File: src/rtl/qam_tx_pkg.sv
// qam_tx_pkg
//   Shared types and helpers for the QAM-16 transmit frame mapper.
//   - state_t   : frame FSM states (IDLE, PILOT, DATA)
//   - GRAY_*    : 2-bit Gray codes for the four amplitude levels per axis
//   - level()   : Gray code -> signed amplitude (-3A, -A, +A, +3A)
package qam_tx_pkg;

   typedef enum logic [1:0] {
      IDLE  = 2'd0,
      PILOT = 2'd1,
      DATA  = 2'd2
   } state_t;

   // Gray order along the axis: 00, 01, 11, 10 from most negative to most positive
   localparam logic [1:0] GRAY_NEG3 = 2'b00;
   localparam logic [1:0] GRAY_NEG1 = 2'b01;
   localparam logic [1:0] GRAY_POS1 = 2'b11;
   localparam logic [1:0] GRAY_POS3 = 2'b10;

   // Returned at full 32-bit precision; callers size it to their sample width,
   // which is lossless as long as 3*amp fits that width.
   function automatic int level(input logic [1:0] code, input int amp);
      case (code)
         GRAY_NEG3: level = -(32'sd3 * amp);
         GRAY_NEG1: level = -amp;
         GRAY_POS1: level = amp;
         GRAY_POS3: level = 32'sd3 * amp;
         default:   level = 32'sd0;
      endcase
   endfunction

endpackage

File: src/rtl/qam16_mapper.sv
// qam16_mapper
//   Purely combinational QAM-16 symbol mapper.
//   Ports:
//     sym_in  [3:0]           symbol; [3:2] selects the I level, [1:0] the Q level
//     level_i [width_data-1:0] signed I amplitude
//     level_q [width_data-1:0] signed Q amplitude
module qam16_mapper
   import qam_tx_pkg::*;
#(
   parameter int width_data = 16,
   parameter int AMP        = 4096
)
(
   input  logic        [3:0]            sym_in,
   output logic signed [width_data-1:0] level_i,
   output logic signed [width_data-1:0] level_q
);

   assign level_i = width_data'(level(sym_in[3:2], AMP));
   assign level_q = width_data'(level(sym_in[1:0], AMP));

endmodule

File: src/rtl/qam16_frame_mapper.sv
// qam16_frame_mapper
//   Framed QAM-16 transmit mapper: on start, emits PILOT_LEN pilot samples
//   (I = Q = +3*AMP) followed by SYM_PER_FRAME symbols, each held for SPS
//   samples. One registered I/Q sample per clock, out_valid gap-free per frame.
//   Ports:
//     clk, rst               clock, synchronous active-high reset
//     start                  frame request, honoured only while idle
//     sym_in, sym_valid      symbol input; consumed in cycles where sym_ready=1
//     sym_ready              combinational: a symbol is taken this cycle
//     data_out_I/Q           registered signed I/Q sample
//     out_valid              sample valid
//     frame_start            high on the first pilot sample
//     busy                   frame in progress
//     underrun               sticky: a symbol slot found sym_valid low
module qam16_frame_mapper
   import qam_tx_pkg::*;
#(
   parameter int width_data    = 16,
   parameter int AMP           = 4096,
   parameter int PILOT_LEN     = 10,
   parameter int SYM_PER_FRAME = 64,
   parameter int SPS           = 4,
   parameter int COUNT_WIDTH   = 8
)
(
   input  logic                         clk,
   input  logic                         rst,
   input  logic                         start,
   input  logic        [3:0]            sym_in,
   input  logic                         sym_valid,
   output logic                         sym_ready,
   output logic signed [width_data-1:0] data_out_I,
   output logic signed [width_data-1:0] data_out_Q,
   output logic                         out_valid,
   output logic                         frame_start,
   output logic                         busy,
   output logic                         underrun
);

   localparam logic [COUNT_WIDTH-1:0] PILOT_LAST = COUNT_WIDTH'(PILOT_LEN - 1);
   localparam logic [COUNT_WIDTH-1:0] SYM_LAST   = COUNT_WIDTH'(SYM_PER_FRAME - 1);
   localparam logic [COUNT_WIDTH-1:0] PHASE_LAST = COUNT_WIDTH'(SPS - 1);
   localparam logic signed [width_data-1:0] PILOT_LVL = width_data'(level(GRAY_POS3, AMP));
   localparam logic signed [width_data-1:0] ZERO_LVL  = {width_data{1'b0}};

   state_t                        state_r;
   logic [COUNT_WIDTH-1:0]        pilot_cnt_r;
   logic [COUNT_WIDTH-1:0]        sym_cnt_r;
   logic [COUNT_WIDTH-1:0]        phase_r;
   logic signed [width_data-1:0]  data_i_r;
   logic signed [width_data-1:0]  data_q_r;
   logic                          out_valid_r;
   logic                          frame_start_r;
   logic                          busy_r;
   logic                          underrun_r;

   logic signed [width_data-1:0]  map_i_s;
   logic signed [width_data-1:0]  map_q_s;
   logic signed [width_data-1:0]  load_i_s;
   logic signed [width_data-1:0]  load_q_s;
   logic                          pilot_last_s;
   logic                          phase_last_s;
   logic                          sym_last_s;
   logic                          sym_ready_s;

   qam16_mapper #(
      .width_data (width_data),
      .AMP        (AMP)
   ) u_mapper (
      .sym_in  (sym_in),
      .level_i (map_i_s),
      .level_q (map_q_s)
   );

   assign pilot_last_s = (pilot_cnt_r == PILOT_LAST);
   assign phase_last_s = (phase_r == PHASE_LAST);
   assign sym_last_s   = (sym_cnt_r == SYM_LAST);

   // Load slots: last pilot cycle, and the final phase of every symbol but the last
   always_comb begin
      sym_ready_s = 1'b0;
      if (rst) begin
         sym_ready_s = 1'b0;
      end else if (state_r == PILOT) begin
         sym_ready_s = pilot_last_s;
      end else if (state_r == DATA) begin
         sym_ready_s = phase_last_s && !sym_last_s;
      end else begin
         sym_ready_s = 1'b0;
      end
   end

   // Value captured in a load slot: the mapped symbol, or silence when none is offered
   always_comb begin
      load_i_s = ZERO_LVL;
      load_q_s = ZERO_LVL;
      if (sym_valid) begin
         load_i_s = map_i_s;
         load_q_s = map_q_s;
      end else begin
         load_i_s = ZERO_LVL;
         load_q_s = ZERO_LVL;
      end
   end

   // Frame FSM, counters and registered output stage
   always_ff @(posedge clk) begin
      if (rst) begin
         state_r       <= IDLE;
         pilot_cnt_r   <= '0;
         sym_cnt_r     <= '0;
         phase_r       <= '0;
         data_i_r      <= ZERO_LVL;
         data_q_r      <= ZERO_LVL;
         out_valid_r   <= 1'b0;
         frame_start_r <= 1'b0;
         busy_r        <= 1'b0;
         underrun_r    <= 1'b0;
      end else begin
         case (state_r)
            IDLE: begin
               if (start) begin
                  state_r       <= PILOT;
                  pilot_cnt_r   <= '0;
                  data_i_r      <= PILOT_LVL;
                  data_q_r      <= PILOT_LVL;
                  out_valid_r   <= 1'b1;
                  frame_start_r <= 1'b1;
                  busy_r        <= 1'b1;
                  underrun_r    <= 1'b0;
               end else begin
                  data_i_r      <= ZERO_LVL;
                  data_q_r      <= ZERO_LVL;
                  out_valid_r   <= 1'b0;
                  frame_start_r <= 1'b0;
                  busy_r        <= 1'b0;
               end
            end
            PILOT: begin
               frame_start_r <= 1'b0;
               if (pilot_last_s) begin
                  // Symbol 0 is loaded here so data follows the pilot without a gap
                  state_r     <= DATA;
                  pilot_cnt_r <= '0;
                  sym_cnt_r   <= '0;
                  phase_r     <= '0;
                  data_i_r    <= load_i_s;
                  data_q_r    <= load_q_s;
                  if (!sym_valid) begin
                     underrun_r <= 1'b1;
                  end
               end else begin
                  pilot_cnt_r <= pilot_cnt_r + 1'b1;
               end
            end
            DATA: begin
               if (phase_last_s) begin
                  if (sym_last_s) begin
                     state_r     <= IDLE;
                     sym_cnt_r   <= '0;
                     phase_r     <= '0;
                     data_i_r    <= ZERO_LVL;
                     data_q_r    <= ZERO_LVL;
                     out_valid_r <= 1'b0;
                     busy_r      <= 1'b0;
                  end else begin
                     sym_cnt_r <= sym_cnt_r + 1'b1;
                     phase_r   <= '0;
                     data_i_r  <= load_i_s;
                     data_q_r  <= load_q_s;
                     if (!sym_valid) begin
                        underrun_r <= 1'b1;
                     end
                  end
               end else begin
                  phase_r <= phase_r + 1'b1;
               end
            end
            default: begin
               state_r       <= IDLE;
               pilot_cnt_r   <= '0;
               sym_cnt_r     <= '0;
               phase_r       <= '0;
               data_i_r      <= ZERO_LVL;
               data_q_r      <= ZERO_LVL;
               out_valid_r   <= 1'b0;
               frame_start_r <= 1'b0;
               busy_r        <= 1'b0;
            end
         endcase
      end
   end

   assign sym_ready   = sym_ready_s;
   assign data_out_I  = data_i_r;
   assign data_out_Q  = data_q_r;
   assign out_valid   = out_valid_r;
   assign frame_start = frame_start_r;
   assign busy        = busy_r;
   assign underrun    = underrun_r;

endmodule

File: config.mk
export PLATFORM = sky130hd
export DESIGN_NAME = qam16_frame_mapper
export DESIGN_NICKNAME = d
export VERILOG_FILES = /design/src/rtl/qam_tx_pkg.sv /design/src/rtl/qam16_mapper.sv /design/src/rtl/qam16_frame_mapper.sv
export SDC_FILE = /design/constraint.sdc
export NUM_CORES = 1
export LEC_CHECK = 0
export CAP_MARGIN = 20
export CORE_ASPECT_RATIO = 0.6
export CORE_MARGIN = 1.5
export CORE_UTILIZATION = 35
export CTS_CLUSTER_DIAMETER = 80
export CTS_CLUSTER_SIZE = 12
export DETAILED_ROUTE_END_ITERATION = 6
export GPL_TIMING_DRIVEN = 1
export REMOVE_ABC_BUFFERS = 1
export SETUP_SLACK_MARGIN = 0.1
export SLEW_MARGIN = 25
export SYNTH_ARGS = -nofsm -noshare
export SYNTH_HDL_FRONTEND = slang
export SYNTH_SLANG_ARGS = --single-unit
File: constraint.sdc
create_clock -name clk -period 3.3 [get_ports clk]
set_input_delay 0.33 -clock clk [delete_from_list [all_inputs] [get_ports clk]]
set_output_delay 0.33 -clock clk [all_outputs]
set_load 0.02 [all_outputs]
==> flow_summary.ini <==
[power_and_ir_drop]
p_per_area_mw_per_mm2 = 669
p_int_mw = 0.958
clkPwrFrac_pct = 23.4
p_total_mw = 1.64
ir_worst_vdd_v = 0.000376
p_leak_nw = 0.893
power_switching_mw = 0.686
combPwrFrac_pct = 46.5
p_sw_share_pct = 41.7
pwr-share-seq_pct = 30.1

[setup_path]
cp_max_fo = 6
crit_type = register to output port
worstPathRequired_ns = 2.97
critical_path.startpoint_type = register
worstPathArrival_ns = 2.55
timing.rr.start = phase_r[0]
crit_path_end_kind = output port
ff2ff_path_depth = 5
crit_slowest_cell = clkdlybuf4s50_1
path_cells = ha_1 > or4b_4 > nor2_1 > a21oi_1 > nor3_1 > clkdlybuf4s50_1
max_stage_delay_ns = 0.67
rr_endpoint = sym_cnt_r[6]
reg2reg_slack_ns = 0.80

[timing]
timing.slew.headroom_pct = 50.8
post-route-period-util_pct = 87.1
setup_slack_ns = 0.425
setup_tns_ns = 0
hold_viol_final = 0
timing.fmax_mhz = 348
fin_crit_ns = 2.88
finalSetupViolCount = 0
drv_slew = 0
skew_ns = 0.00883
tightest_slew_ns = 0.730
rsz0062_at_grt = false

[layout]
layout_common_cells = 34 x dfxtp_1, 26 x nand2_1, 24 x conb_1
area_growth_pct = 12.4
fin_nets = 300
fin_cells = 364
drive_gt1_share_pct = 7.50
design_area_mm2 = 0.00246
layout_commonest_cell = dfxtp_1
diodes = 0

[clock_tree]
cts_resized = 0
cts_num_sinks = 34
cts_tree = built
worstSkewPairLatency_ns = 0.29
holdBufCountCts = 0
cts_setup_buffers = 0
clockRootBuffer = clkbuf_8
ctsLongestPathBuffers = 2
clk_pin_slew_ns = 0.07
numCtsBuffers = 5
htree_levels = 2

[synthesis]
ys_seq_area_share_pct = 31.1
yosysWarnings = 0
synth_area_leaders = dfxtp_1 31%, buf_4 9.6%, ha_1 7.4%
synthArstFlopShare_pct = 0
ys_seq_elements = 34
yosysTopAreaCellShare_pct = 31.1
netlist_area_mm2 = 0.00219
synthCells = 265
synth-main-ff-cell = dfxtp_1
synth_edf_count = 0
syn_area_per_cell_um2 = 8.25
yosysTopAreaCell = dfxtp_1
yosysUniqueCellTypes = 48

[run]
drv_cap = 0

[grt]
grt_overflow_total = 0
grt_max_degree = 20
grt_use_total_pct = 16.1
grt_pass1_vias = 1684
antenna_found_initial = 0
grt_pass1_wl_um = 8600

[placement]
place_inst = 356
dp_slack_ns = 0.733
dp_hpwl_um = 3590
portBuffers = 20
placed_cell_area_mm2 = 0.00235
gp_congestion = 0.835

[min_path]
hold_depth = 2
holdPathEnd = underrun
worstHoldPathType = register to register
hold_start = underrun

[drt]
first_pass_iters = 6
drt_wl_total_um = 4980
via_count = 1897
drt_iter0_drc = 117
via_per_inst = 5.21
drc = 0
ant_nets = 0
avgRoutedWirePerCell_um = 13.7

[outcome]
outcome = finished clean

[floorplan]
start_util_pct = 36.0
fp-row-count = 22
die_y_um = 64.2
die_w_um = 105
core_area_mm2 = 0.00608
dieArea_mm2 = 0.00675
num_io_pins = 45
## routing by layer
metal | wire length (µm) | global-route usage (%) | up-vias
met5 | 0 | 0 | -
met4 | 19 | 3.08 | 0
met3 | 349 | 5.10 | 3
met2 | 1860 | 19.3 | 72
met1 | 2760 | 26.3 | 873
li1 | - | - | 949
## worst max-delay path by stage
| stage | to | startpoint | cells past startpoint | slack, ns |
|---|---|---|---|---|
| after CTS | sym_ready | phase_r[0] | 6 | 0.42 |
| after floorplan | sym_cnt_r[4] | state_r[0] | 6 | 0.98 |
| after global routing | sym_ready | phase_r[0] | 6 | 0.23 |
| after detailed placement | sym_ready | phase_r[0] | 6 | 0.73 |
| after global placement | sym_ready | phase_r[0] | 6 | 0.77 |
| final | sym_ready | phase_r[0] | 6 | 0.42 |
## cells in the mapped netlist (all sizes together), types with 5 or more instances
cell / count
nand3: 7
o21ai: 16
nand2: 26
clkbuf: 12
dfxtp: 34
ha: 13
a21oi: 22
or4: 7
nor2: 11
or3: 10
buf: 29
inv: 13
nand4: 5
nor3: 6
## critical path, delay by kind of cell, from the launching register on
family | cells | cell delay, ns
DFF | 1 | 0.42
buffers and inverters | 1 | 0.67
and+or+nand+nor | 3 | 0.87
adders and majority gates | 1 | 0.23
AOI/OAI and AO/OA | 1 | 0.07
## sequential cells by signal, summed over array words and instances (netlist names)
name         count
phase_r          8
pilot_cnt_r      8
sym_cnt_r        8
data_out_I       3
data_out_Q       2
state_r          2
busy             1
frame_start      1
underrun         1
## final cells by class
class,count,area (µm²)
well taps,84,105
clock inverters,3,40.0
inverters,13,48.8
flip-flops and latches,34,681
fillers,599,3620
multi-input cells,200,1280
clock buffers,5,68.8
repair buffers,25,238
## cells by family after synthesis
logic type | synth area share, %
other | 0.171
DFF | 31.1
buffers and inverters | 14.4
xor gates and xnor gates | 1.60
muxes | 1.37
and+or+nand+nor | 23.1
adders and majority gates | 7.44
AOI/OAI and AO/OA | 20.8
## power by group through the flow
| stage | sequential, mW | combinational [mW] | clock (mW) |
|---|---|---|---|
| finish | 0.495 | 0.765 | 0.384 |
| global placement | 0.504 | 0.760 | 0 |
| global route | 0.502 | 0.836 | 0.423 |
| CTS | 0.495 | 0.760 | 0.393 |
| floorplan | 0.551 | 0.432 | 0 |
| detailed placement | 0.504 | 0.757 | 0 |
## per-stage QoR
step	hold slack [ns]	util, %
2_1_floorplan	0.396	-
3_3_place_gp	0.467	38.6
3_5_place_dp	0.462	38.6
4_1_cts	0.480	40.4
5_1_grt	0.516	40.4
6_report	0.475	40.4
No activity file was read; power rests on OpenSTA's default activity.
==> RTL change 1, RTL diff (same flow settings) <==
Change the parameter `COUNT_WIDTH` from 8 to 9.
--- a/src/rtl/qam16_frame_mapper.sv
+++ b/src/rtl/qam16_frame_mapper.sv
@@ -21,5 +21,5 @@
    parameter int SYM_PER_FRAME = 64,
    parameter int SPS           = 4,
-   parameter int COUNT_WIDTH   = 8
+   parameter int COUNT_WIDTH   = 9
 )
 (
Formal check against the unedited RTL: no difference found for any inputs over 10 cycles, from zero or initial values and one cycle with rst high; that may be too few to reach the edited logic, so the function may still have changed.
==> RTL change 1 against the original RTL <==
  * Wire length shrank 12%
  * Register-to-register slack better by 220 ps
  * Cell count down 3.8%
  * Maximum frequency increased by 6.8%
  * Largest cell class unchanged
  * Largest power group unchanged
  * Core utilization is 0.30 points lower
  * Power fell by 0.53%
  * Synthesized area up 1.7%
  * Worst setup slack better by 180 ps
  * Sequential cell count grew 3
  * Count of clock-buffer cells in the layout stayed put
  * Combinational power fell by 4.4%
  * Cell area down 0.31%
==> RTL change 1: results (changes against the original RTL) <==
| Metric | Value |
|---|---|
| Status | completed |
| Family with the most delay on the worst path | buffers and inverters |
| Via count | 1672 (-12%) |
| 1st-pass router iterations | 4 (-2) |
| Max transition margin | 0.478 (-0.0300) |
| Yosys cell types | 50 (+4.2%) |
| Clock Latency Late Sink | 290 ps (about the same) |
| Async SR Flop Fraction | 0 (unchanged) |
| First-pass GRT wire length | 7400 um (-14%) |
| Largest net degree at the start of global routing | 35 (+75%) |
| Detail Route Antenna Nets | 0 (unchanged) |
| Iteration-0 DRC Markers | 103 (-12%) |
| Synth cell count leaders | 37 x dfxtp_1, 29 x buf_4, 20 x nor2_1 |
| Post-layout instance area | 0.00245 sq mm (-0.31%) |
| CP max FO | 11 (+5) |
| Critical Path AT | 2360 ps (-190 ps) |
| Psw | 0.659 mW (-4.0%) |
| Leak | 0.887 nW (-0.72%) |
| Postcts setup bufs | 0 (unchanged) |
| CTS Buf Count | 5 (unchanged) |
| Hold/Removal Path Class | reg -> reg |
| NumNets Final | 286 (-4.7%) |
| Synth area leader | dfxtp_1 |
| Top post-synthesis cells by area | dfxtp_1 33%, buf_4 9.8%, ha_1 6.8% |
| Clk buf depth | 2 (unchanged) |
| Worst vdd ir | 342 uV (-9.1%) |
| GP Congestion | 0.812 (-2.7%) |
| Clock Skew | 6.38 ps (-2.46 ps) |
| Sequential area share after synthesis | 0.333 (+0.0219) |
| GRT Total Usage | 0.136 (-0.0246) |
| Final HPWL DP | 3130 um (-13%) |
| Fraction of layout cells with a size suffix above 1 | 0.0752 (+0.000188) |
| Largest regs | phase_r: 9 flops, pilot_cnt_r: 9 flops, sym_cnt_r: 9 flops |
| Slowest stage delay, CP | 630 ps (-40 ps) |
| Vias in the first global route | 1488 (-12%) |
| Fillers | 631 (+5.3%) |
| Post-DP Area | 0.00235 sq mm (-0.11%) |
| IO buf count | 20 (unchanged) |
| Post-Route WL | 4390 um (-12%) |
| Crit path max-delay cell type | clkdlybuf4s50_1 |
| Clock-pin slew on the worst setup and hold paths | 70 ps (about the same) |
| CTS resizes | 0 (unchanged) |
==> RTL change 1: cell types whose count changed in the layout (fill, tap and decap cells not counted), moves of 5 or more <==
cell and delta:
nand2_1 -11, a21oi_1 -10, nor2_1 +9, nor3_1 +8
or3_1 -8, o21ai_0 -7, nand3b_1 +6, or4_1 -6
inv_1 -5, xnor2_1 +5
==> RTL change 1: area by class of cell <==
type / count / share of cell area
well taps: 84 / 0.0429
repair buffers: 22 / 0.0878
clock inverters: 2 / 0.0143
clock buffers: 5 / 0.0281
inverters: 8 / 0.0123
flip-flops and latches: 37 / 0.302
multi-input cells: 192 / 0.513
==> RTL change 1: power groups by stage <==
stage / Sequential (mW) / Combinational (mW) / Clock, mW
after floorplan: 0.583 / 0.449 / 0
after global placement: 0.537 / 0.725 / 0
after detailed placement: 0.540 / 0.721 / 0
after CTS: 0.530 / 0.730 / 0.387
after global routing: 0.536 / 0.795 / 0.407
final: 0.531 / 0.731 / 0.374
==> RTL change 1: through the flow <==
step                instances  hold WS [ps]  worst slack (ps)  power (mW)
global route              350           504               459        1.74
finish                    350           469               607        1.64
CTS                       350           474               569        1.65
floorplan                 237           396              1090        1.03
detailed placement        343           464               898        1.26
global placement          343           458               990        1.26
==> RTL change 1: logic make-up (layout without fill, tap and decap cells) <==
| kind of cell | Yosys count | after routing | synth area share |
|---|---|---|---|
| compound gates | 39 | 39 | 0.120 |
| fa+ha+maj | 12 | 12 | 0.0675 |
| mux | 6 | 6 | 0.0270 |
| buf+inv | 46 | 37 | 0.141 |
| other cells | 1 | 24 | 0.00169 |
| flops | 37 | 37 | 0.333 |
| xor+xnor | 13 | 13 | 0.0512 |
| simple gates | 98 | 98 | 0.259 |
==> RTL change 1: worst register-to-register path: stages, from the launching register on <==
cell,delay [ps]
dfxtp_1,330
inv_1,120
ha_1,370
o31ai_1,270
nor4_2,630
a41oi_1,200
a311oi_1,270
==> RTL change 1: per-layer routing <==
metal | vias up | share of wire | track usage
li1 | 871 | - | -
met1 | 757 | 0.57 | 0.217
met2 | 39 | 0.38 | 0.169
met3 | 5 | 0.044 | 0.0372
met4 | 0 | 0.0082 | 0.0405
met5 | - | 0 | 0
==> RTL change 1: worst paths after layout <==
kind                                    from            to  slack, ps  cells after the start
worst min-delay path            sym_cnt_r[1]  sym_cnt_r[1]        470                      2
worst min register to register  sym_cnt_r[1]  sym_cnt_r[1]        470                      2
worst max register to register    state_r[0]  sym_cnt_r[7]       1020                      6
worst max-delay path              state_r[0]     sym_ready        610                      6
==> RTL change 2, RTL diff (same flow settings) <==
Without the edit above. One comparison of `sym_cnt_r` changes from == to >=.
--- a/src/rtl/qam16_frame_mapper.sv
+++ b/src/rtl/qam16_frame_mapper.sv
@@ -75,5 +75,5 @@
    assign pilot_last_s = (pilot_cnt_r == PILOT_LAST);
    assign phase_last_s = (phase_r == PHASE_LAST);
-   assign sym_last_s   = (sym_cnt_r == SYM_LAST);
+   assign sym_last_s   = (sym_cnt_r >= SYM_LAST);
 
    // Load slots: last pilot cycle, and the final phase of every symbol but the last
Formal check against the unedited RTL: no difference found for any inputs over 10 cycles, from zero or initial values and one cycle with rst high; that may be too few to reach the edited logic, so the function may still have changed.
==> RTL change 2 against the original RTL <==
  * Worst setup slack better by 150 ps
  * Wire length is 15% lower
  * Sequential cell count stayed put
  * Synthesized area is 5.1% lower
  * Cell area is 5.4% lower
  * Power is 9.8% lower
  * Synthesized cell count is 7.2% lower
  * Count of clock-buffer cells in the layout is 1 higher
  * Critical path depth is 1 higher
==> RTL change 2: results (changes against the original RTL) <==
| Metric | Value |
|---|---|
| Status | completed |
| Yosys cell types | 46 (-4.2%) |
| Sequential area share after synthesis | 0.328 (+0.0167) |
| Clock Skew | 2.97 ps (-5.87 ps) |
| Largest regs | phase_r: 8 flops, pilot_cnt_r: 8 flops, sym_cnt_r: 8 flops |
| R2R cell count | 6 (+1) |
| GP Congestion | 0.865 (+3.6%) |
| CTS resizes | 0 (unchanged) |
| GRT Total Usage | 0.138 (-0.0230) |
| Top post-synthesis cells by area | dfxtp_1 33%, buf_4 10%, ha_1 7.2% |
| 1st-pass router iterations | 4 (-2) |
| Largest net degree at the start of global routing | 21 (+5.0%) |
| Synth Area in Adders | 0.0723 (-0.00204) |
| Vias in the first global route | 1478 (-12%) |
| Critical Path AT | 2390 ps (-160 ps) |
| First-pass GRT wire length | 6980 um (-19%) |
| Slowest stage delay, CP | 530 ps (-140 ps) |
| Synth cell count leaders | 34 x dfxtp_1, 29 x nor2_1, 28 x buf_4 |
| Leak | 0.937 nW (+4.9%) |
| Non-filler cells in the finished layout | 345 (-5.2%) |
| Main combinational cell family by area after synthesis | simple AND/OR/NAND/NOR gates |
| Mux cell area share after synthesis | 0.0145 (+0.000737) |
| Crit path max-delay cell type | or3b_2 |
| Iteration-0 DRC Markers | 84 (-28%) |
| Worst vdd ir | 357 uV (-5.0%) |
| Vias per inst | 4.73 (-9.2%) |
| Mean Syn Cell Area | 8.44 sq um (+2.2%) |
| Fraction of layout cells with a size suffix above 1 | 0.0792 (+0.00425) |
| Final design utilization | 0.412 (+0.00758) |
| IO buf count | 20 (unchanged) |
| DP Cell Count | 339 (-4.8%) |
| Synth Area in XOR/XNOR | 0.0549 (+0.0388) |
| Final HPWL DP | 3160 um (-12%) |
| Synth Area in Compound Gates | 0.149 (-0.0588) |
| NumNets Final | 286 (-4.7%) |
| Antenna fix cells | 0 (unchanged) |
| Routed WL per cell | 12.2 um (-11%) |
| Max transition margin | 0.482 (-0.0263) |
-- RTL change 2: cell types whose count changed in the layout (fill, tap and decap cells not counted), sizes merged, moves of 5 or more --
| cell | before | now |
|---|---|---|
| o21ai | 16 | 8 |
| nor2 | 11 | 29 |
| nand2 | 26 | 21 |
| and3 | 0 | 5 |
| or3 | 10 | 1 |
| xor2 | 1 | 9 |
-- RTL change 2: cell families (layout without fill, tap and decap cells) --
group | count (synthesis) | after routing
compound gates | 44 | 44
xor+xnor | 13 | 13
fa+ha+maj | 12 | 12
buf+inv | 44 | 40
flops | 34 | 34
mux | 3 | 3
other cells | 1 | 24
simple gates | 95 | 95
-- RTL change 2: cell type report --
type | instances | area [sq um]
well taps | 80 | 100
repair buffers | 22 | 218
inverters | 12 | 45.0
clock buffers | 6 | 82.6
flip-flops and latches | 34 | 681
fillers | 563 | 3320
multi-input cells | 191 | 1200
-- RTL change 2: worst paths after layout --
path / slack [ps] / end / startpoint
min: 470 / data_out_I[13] / data_out_I[13]
min reg2reg: 470 / data_out_I[13] / data_out_I[13]
max reg2reg: 900 / state_r[0] / pilot_cnt_r[0]
max: 580 / sym_ready / state_r[0]
-- RTL change 2: where the power goes --
| part | total, mW | internal (mW) | switching, mW |
|---|---|---|---|
| sequential | 0.505 | 0.461 | 0.0439 |
| clock | 0.306 | 0.161 | 0.145 |
| combinational | 0.672 | 0.256 | 0.416 |
| total | 1.48 | 0.877 | 0.605 |
-- RTL change 2: worst reg2reg max path: stages, from the launching register on --
cell	delay, ps
dfxtp_1	440
ha_1	210
or4b_4	480
o31a_2	400
nor2_1	370
a31oi_1	150
a311oi_1	270
-- RTL change 2: routing by layer --
metal	up-vias	global-route usage	part of all wire
li1	841	-	-
met1	758	0.214	0.57
met2	29	0.179	0.38
met3	4	0.0425	0.043
met4	0	0.0360	0.0069
met5	-	0	0
-- RTL change 2: stage by stage --
step | area [sq um] | hold slack (ps) | setup WS, ps
3_3_place_gp | 2230 | 453 | 521
2_1_floorplan | 1920 | 399 | 931
3_5_place_dp | 2230 | 453 | 448
4_1_cts | 2320 | 469 | 118
5_1_grt | 2330 | 489 | 459
6_report | 2330 | 469 | 579
